<file path="config.mk">
export PLATFORM = sky130hd
export DESIGN_NAME = mmio_timer
export DESIGN_NICKNAME = d
export VERILOG_FILES = /design/src/rtl/mmio_timer.sv
export SDC_FILE = /design/constraint.sdc
export NUM_CORES = 1
export LEC_CHECK = 0
export BUFFER_PORTS_ARGS = -buffer_cell sky130_fd_sc_hd__buf_2
export CAP_MARGIN = 10
export CELL_PAD_IN_SITES_DETAIL_PLACEMENT = 0
export CELL_PAD_IN_SITES_GLOBAL_PLACEMENT = 2
export CORE_MARGIN = 1.5
export CORE_UTILIZATION = 30
export DETAILED_ROUTE_END_ITERATION = 8
export MAX_ROUTING_LAYER = met4
export PLACE_DENSITY = 0.78
export SETUP_SLACK_MARGIN = 0.05
export SLEW_MARGIN = 20
export SYNTH_ARGS = -nofsm -noshare
export SYNTH_HDL_FRONTEND = slang
export SYNTH_SLANG_ARGS = --single-unit
</file>
<file path="constraint.sdc">
create_clock -name clk -period 9.35 [get_ports clk]
set_clock_uncertainty 0.1 [all_clocks]
set_input_delay 1.87 -clock clk [delete_from_list [all_inputs] [get_ports clk]]
set_output_delay 1.87 -clock clk [all_outputs]
set_load 0.02 [all_outputs]
</file>
<file path="src/rtl/mmio_timer.sv">
// Memory-mapped countdown timer on the CPU native bus: 16-bit prescaler,
// 32-bit down-counter (one-shot or auto-reload), sticky expiry flag and IRQ level.
module mmio_timer #(
    parameter logic [31:0] ADDR = 32'h4000_7000
) (
    input  logic        clk,
    input  logic        reset,
    input  logic        mem_valid,
    input  logic [31:0] mem_addr,
    input  logic [31:0] mem_wdata,
    input  logic [3:0]  mem_wstrb,
    output logic        timer_sel,
    output logic        timer_ready,
    output logic [31:0] timer_rdata,
    output logic        timer_irq
);

    localparam logic [5:0] OFF_CTRL     = 6'h00;
    localparam logic [5:0] OFF_LOAD     = 6'h01;
    localparam logic [5:0] OFF_COUNT    = 6'h02;
    localparam logic [5:0] OFF_STATUS   = 6'h03;
    localparam logic [5:0] OFF_PRESCALE = 6'h04;

    typedef enum logic {IDLE, ACK} bus_state_t;

    bus_state_t  state;
    bus_state_t  state_next;
    logic        capture;
    logic [5:0]  offset;
    logic        unused_addr_bits;

    logic [2:0]  ctrl;
    logic [31:0] load;
    logic [31:0] count;
    logic [15:0] prescale;
    logic [15:0] pre;
    logic        expired;

    logic        en;
    logic        auto_reload;
    logic        ie;
    logic        tick;
    logic        expire_now;
    logic        wr;
    logic        wr_ctrl;
    logic        wr_load;
    logic        wr_count;
    logic        wr_status;
    logic        wr_prescale;
    logic [31:0] read_value;

    function automatic logic [31:0] merge_bytes(input logic [31:0] old_value,
                                                input logic [31:0] new_value,
                                                input logic [3:0]  strb);
        logic [31:0] result;
        result = old_value;
        for (int b = 0; b < 4; b++) begin
            if (strb[b]) result[8*b +: 8] = new_value[8*b +: 8];
        end
        return result;
    endfunction

    assign timer_sel        = mem_valid && (mem_addr[31:8] == ADDR[31:8]);
    assign offset           = mem_addr[7:2];
    assign unused_addr_bits = ^mem_addr[1:0];
    assign timer_ready      = (state == ACK);

    assign en          = ctrl[0];
    assign auto_reload = ctrl[1];
    assign ie          = ctrl[2];
    assign tick        = en && (pre == prescale);
    assign expire_now  = tick && (count == 32'd0);

    // Writes commit on the same edge that raises timer_ready.
    assign wr          = capture && (mem_wstrb != 4'd0);
    assign wr_ctrl     = wr && (offset == OFF_CTRL) && mem_wstrb[0];
    assign wr_load     = wr && (offset == OFF_LOAD);
    assign wr_count    = wr && (offset == OFF_COUNT);
    assign wr_status   = wr && (offset == OFF_STATUS) && mem_wstrb[0];
    assign wr_prescale = wr && (offset == OFF_PRESCALE);

    always_ff @(posedge clk or posedge reset) begin
        if (reset) state <= IDLE;
        else       state <= state_next;
    end

    always_comb begin
        state_next = state;
        capture    = 1'b0;
        case (state)
            IDLE: begin
                if (timer_sel) begin
                    state_next = ACK;
                    capture    = 1'b1;
                end
            end
            ACK:     state_next = IDLE;
            default: state_next = IDLE;
        endcase
    end

    always_comb begin
        read_value = 32'd0;
        case (offset)
            OFF_CTRL:     read_value = {29'd0, ctrl};
            OFF_LOAD:     read_value = load;
            OFF_COUNT:    read_value = count;
            OFF_STATUS:   read_value = {31'd0, expired};
            OFF_PRESCALE: read_value = {16'd0, prescale};
            default:      read_value = 32'd0;
        endcase
    end

    always_ff @(posedge clk or posedge reset) begin
        if (reset)        timer_rdata <= 32'd0;
        else if (capture) timer_rdata <= read_value;
    end

    // A bus write to CTRL overrides the one-shot auto-clear of EN.
    always_ff @(posedge clk or posedge reset) begin
        if (reset)                          ctrl <= 3'd0;
        else if (wr_ctrl)                   ctrl <= mem_wdata[2:0];
        else if (expire_now && !auto_reload) ctrl[0] <= 1'b0;
    end

    always_ff @(posedge clk or posedge reset) begin
        if (reset) begin
            load     <= 32'd0;
            prescale <= 16'd0;
        end else begin
            if (wr_load) load <= merge_bytes(load, mem_wdata, mem_wstrb);
            if (wr_prescale) begin
                prescale <= {mem_wstrb[1] ? mem_wdata[15:8] : prescale[15:8],
                             mem_wstrb[0] ? mem_wdata[7:0]  : prescale[7:0]};
            end
        end
    end

    // pre free-runs across 2^16 if PRESCALE is lowered below it.
    always_ff @(posedge clk or posedge reset) begin
        if (reset)                                         pre <= 16'd0;
        else if (!en || tick || (wr_ctrl && !mem_wdata[0])) pre <= 16'd0;
        else                                               pre <= pre + 16'd1;
    end

    always_ff @(posedge clk or posedge reset) begin
        if (reset)             count <= 32'd0;
        else if (wr_count)     count <= merge_bytes(count, mem_wdata, mem_wstrb);
        else if (tick) begin
            if (count != 32'd0) count <= count - 32'd1;
            else if (auto_reload) count <= load;
        end
    end

    // Expiry set takes priority over a same-edge W1C clear.
    always_ff @(posedge clk or posedge reset) begin
        if (reset)                          expired <= 1'b0;
        else if (expire_now)                expired <= 1'b1;
        else if (wr_status && mem_wdata[0]) expired <= 1'b0;
    end

    always_ff @(posedge clk or posedge reset) begin
        if (reset) timer_irq <= 1'b0;
        else       timer_irq <= expired && ie;
    end

endmodule
</file>
# Word level (Yosys, flattened, before mapping)
# Cells that the tools add are included.
[word_totals]
in_bits = 71
ram_bits = 0
latchBits = 0
mem_bits_ro = 0
ff_bits = 134
wordCells = 85
memories = 0
out_inout_bits = 35
[classes]
reduce_logical = 38
bitwise = 1
shift = 0
multipliers = 0
magnitude_cmp = 0
eq_ne = 10
div_mod_pow = 0
n_mux = 17
add_sub_neg = 2
[ops]
columns = ["op", "count"]
rows = [
  ["32-bit case mux with 5 select lines", 1],
  ["32-bit 2-to-1 mux", 4],
  ["32-bit logical NOT", 1],
  ["8-bit 2-to-1 mux", 4],
  ["32-bit nonzero test", 1],
  ["32-bit by 1-bit subtractor with 32-bit output, second input constant", 1],
  ["24-bit by 23-bit == test with 1-bit output, second input constant", 1],
  ["16-bit by 1-bit adder with 16-bit output, second input constant", 1],
  ["16-bit == test", 1],
  ["16-bit 2-to-1 mux", 1],
  ["1-bit logical AND", 15],
  ["6-bit by 2-bit == test with 1-bit output, second input constant", 2],
  ["2-bit AND reduction", 6],
  ["3-bit AND reduction", 4],
  ["2-bit != test, second input constant", 4],
  ["6-bit by 1-bit == test with 1-bit output, second input constant", 1],
  ["6-bit by 3-bit == test with 1-bit output, second input constant", 1],
  ["6-bit logical NOT", 1],
  ["1-bit 2-to-1 mux", 6],
  ["2-bit nonzero test", 3],
  ["4-bit nonzero test", 1],
  ["1-bit logical NOT", 3],
  ["3-bit nonzero test", 1],
  ["1-bit logical OR", 2],
  ["2 further kinds", 2],
]

# Logic depth before layout (Yosys ltp)
[depth]
ltp_word = 10
depth_mapped = 10
mapped_depth_nobuf = 8

# Least setup slack after synthesis
# No wires, ideal clock.
[synth_timing]
path_type = "input to output"
from = "input port mem_addr[11]"
to = "output port timer_sel"
slack_ns = 4.627
arrival_ns = 2.753
required_time_ns = 7.380
path_stages = 3
path_buffers = 0
cell_sequence = "nor4b_1 > nand4_1 > nor2_1"
[synth_between]
elab_chain_cells = 2
[synth_lines]
columns = ["element", "line", "text"]
rows = [
  ["from (decl)", "9", "input logic [31:0] mem_addr,"],
  ["24-bit by 23-bit == test with 1-bit output", "63", "assign timer_sel = mem_valid && (mem_addr[31:8] == ADDR[31:8]);"],
  ["1-bit logical AND", "63", ""],
  ["to (decl)", "12", "output logic timer_sel,"],
]
# No other way between the ends.

# Final worst setup path
# Same ends and word-level chain as after synthesis.

==> metrics.md <==
| Metric | Value |
|---|---|
| Status | finished, final reports clean |
| DR iter-0 viols | 437 |
| Max-cap check violation count | 0 |
| Full die area | 0.0257 mm² |
| Vias in the first global route | 6131 |
| Hold path depth | 2 |
| Port Buf Inserts | 103 |
| Synthesized instance count | 725 |
| Clock Pin Slew Worst Setup and Hold Paths | 0.06 ns |
| Post-synthesis sequential area ratio | 45.1% |
| Setup TNS | 0 ns |
| Final Hold Violating Endpoints | 0 |
| Worst-path maximum fanout | 5 |
| FF-to-FF path depth | 6 |
| Initial cell density of the core | 30.5% |
| Setup slack after layout | 4.35 ns |
| Number of synthesized flops with an enable pin | 0 |
| Antenna violations before repair | 0 |
| Core area | 0.0243 mm² |
| HP Class | reg2reg |
| GRT Util Overall | 18.2% |
| Worst Setup Start Kind | input port |
| Die Y | 160 µm |
| Period utilization | 53.4% |
| Detailed Place HPWL | 15200 µm |
| Antenna diode count | 0 |
| Synthesized Nets | 799 |
| Num CTS Buffers | 17 |
| Share of flip-flops with an asynchronous set or reset after synthesis | 100% |
| DR vias/cell | 5.32 |
| WL/cell | 19.2 µm |
| CTS tree | yes |
| Kind of critical path | in2out |
| Mean area per synthesized cell | 10.2 µm² |
| Adder-cell share of the synthesized area | 0.505% |
| Nets | 889 |
| Slew @ Worst Pin | 1.05 ns |
| Post-cts sizing count | 0 |
| # IOs | 106 |
| Detail Route Antenna Nets | 0 |
| Mux cell area share after synthesis | 15.4% |
| Distinct cells, synth | 61 |
| Worst-case clock buffer depth | 2 |
| CP Capture Type | output port |
| Main combinational cell family by area after synthesis | simple AND/OR/NAND/NOR gates |
| Reg2Reg Setup Slack | 5.76 ns |
| Cell area after synthesis | 0.00743 mm² |
| Final Setup Violations | 0 |
| Flops & latches, synth | 134 |
| Post-synthesis compound-gate area fraction | 10.9% |
| H-tree Lvls | 4 |
| XOR/XNOR share of the synthesized area | 6.13% |
| Die X | 160 µm |
| Slew HR | 29.5% |
| Lkg Pwr | 0.00391 µW |
| Final wirelength | 22100 µm |
| Number of remaining DRC errors | 0 |
| Ys flop type | dfrtp_1 |
| Final non-filler cell total | 1150 |
| Warnings, synthesis | 0 |
| Setup bufs post-CTS | 0 |
| Hold_buf cts | 0 |
| Share of layout cells above drive strength 1 | 26.5% |
| Register area | 0.00335 mm² |
| Area of the multi-input gates | 0.00387 mm² |
| Hold Path End | timer_rdata[27] |
| RR Endpoint | count[6] |
| Largest net degree at the start of global routing | 70 |
| Cell Pwr Density | 142 mW/mm² |
| Fillers | 2450 |
| Unrepaired setup endpoints after global routing | no |
| Clk sink count | 134 |
| Placed Instances | 1119 |
| Slew Viols, Final | 0 |
| Placer Congestion | 0.816 |
| CP required | 7.38 ns |
| Pre-CTS setup slack | 4.30 ns |
| Num rows | 57 |
| Minimum clock period | 5.00 ns |
| CTS root buffer | clkbuf_16 |
| Hold Crit Start | timer_rdata[27] |
| R2R Path Start | count[2] |
| Max Clock Freq | 0.200 GHz |
| P&R area growth vs syn | 18.5% |
| DR pass1 iterations | 5 |
| Worst skew pair latency | 0.42 ns |
| Simple-gate share of the synthesized area | 18.7% |
| CP Data Arrival Time | 3.03 ns |
| Via count | 6119 |
| Peak supply drop | 0.0775 mV |
| Total gr overflow | 0 |
| First-pass GRT wire length | 35300 µm |
-- flip-flops by register name (all words and copies together), names as in the netlist --
name and count:
timer_irq 1, load 32, prescale 16, pre 16, timer_rdata 32, timer_ready 1
count 32, ctrl 3, expired 1
-- logic make-up (layout without fill, tap and decap cells) --
family                   Yosys count  in the layout
multiplexers                     103            103
adder cells (fa/ha/maj)            3              3
XOR/XNOR                          52             52
flip-flops                       134            134
AND/OR/NAND/NOR                  255            255
buffers and inverters             54            155
AO/OA/AOI/OAI                    124            124
-- synth_stat cells (all sizes together) (3+ instances only) --
cell type,count,area share [%]
o31ai,4,0.40
o211ai,4,0.40
xor2,36,4.2
nor2,40,2.0
buf,12,1.0
nor4b,6,0.79
a21oi,16,1.1
nor3,19,1.3
xnor2,16,1.9
nand2,73,3.8
a31oi,3,0.25
mux2,79,12
a222oi,15,2.0
clkbuf,30,1.5
nand3,16,1.1
mux2i,23,3.1
and3,8,0.67
nor2b,3,0.25
o21ai,50,3.4
dfrtp,134,45
nand3b,3,0.30
or3,7,0.66
nor4,28,2.5
or4,21,2.3
nand2b,4,0.34
ha,3,0.51
nand4,14,1.2
a22oi,16,1.6
inv,12,0.61
and4,3,0.35
-- placed cells by master, fill, tap and decap left out, types with 18 or more instances in the layout --
master and instances:
xor2_1 36, o21ai_0 32, dfrtp_1 134, mux2_2 61
nor2_1 38, mux2i_1 23, nand2_1 71, buf_2 103
mux2_1 18, nor4_1 26, nor3_1 18
-- critical path, cell delays in order --
cell     delay (ns)
buf_2          0.11
nor4b_1        0.39
nand4_1        0.31
nor2_1         0.16
buf_2          0.19
-- worst max-delay path by stage --
stage                     end         start  slack, ns
CTS                 timer_sel  mem_addr[17]       4.35
global placement    count[26]   mem_addr[5]       4.27
global route        timer_sel  mem_addr[17]       4.19
detailed placement  count[26]   mem_addr[5]       4.30
floorplan            count[0]         reset       3.80
finish              timer_sel  mem_addr[11]       4.35
-- through the flow --
stage / hold WS, ns / power (µW) / instance area, µm² / utilization [%]
2_1_floorplan: 0.366 / 606 / 7430 / -
3_3_place_gp: 0.357 / 634 / 8260 / 34.0
3_5_place_dp: 0.365 / 634 / 8260 / 34.0
4_1_cts: 0.378 / 1260 / 8790 / 36.2
5_1_grt: 0.399 / 1290 / 8800 / 36.2
6_report: 0.370 / 1250 / 8800 / 36.2
-- metal layers --
layer / GRT usage [%] / up-vias / wire length, µm
met1: 24.4 / 3052 / 10600
met5: - / - / 0
met2: 28.3 / 153 / 10200
met4: 4.84 / 0 / 344
li1: - / 2889 / -
met3: 3.46 / 25 / 911
-- cell type report --
cell class,instances,share of cell area (%)
multi-input combinational,537,44.0
inverter,12,0.568
timing repair buffer,113,6.75
clock buffer,20,5.07
clock inverter,10,0.952
sequential,134,38.1
tap,324,4.60
-- power breakdown --
group	internal, µW	leakage, µW	total (µW)	switching [µW]
logic	14.5	0.00186	43.0	28.5
registers	580	0.00179	580	0.0000227
clock network	367	0.000261	623	257
total	961	0.00391	1250	285
Note: power is estimated with default switching activity, not from simulation.
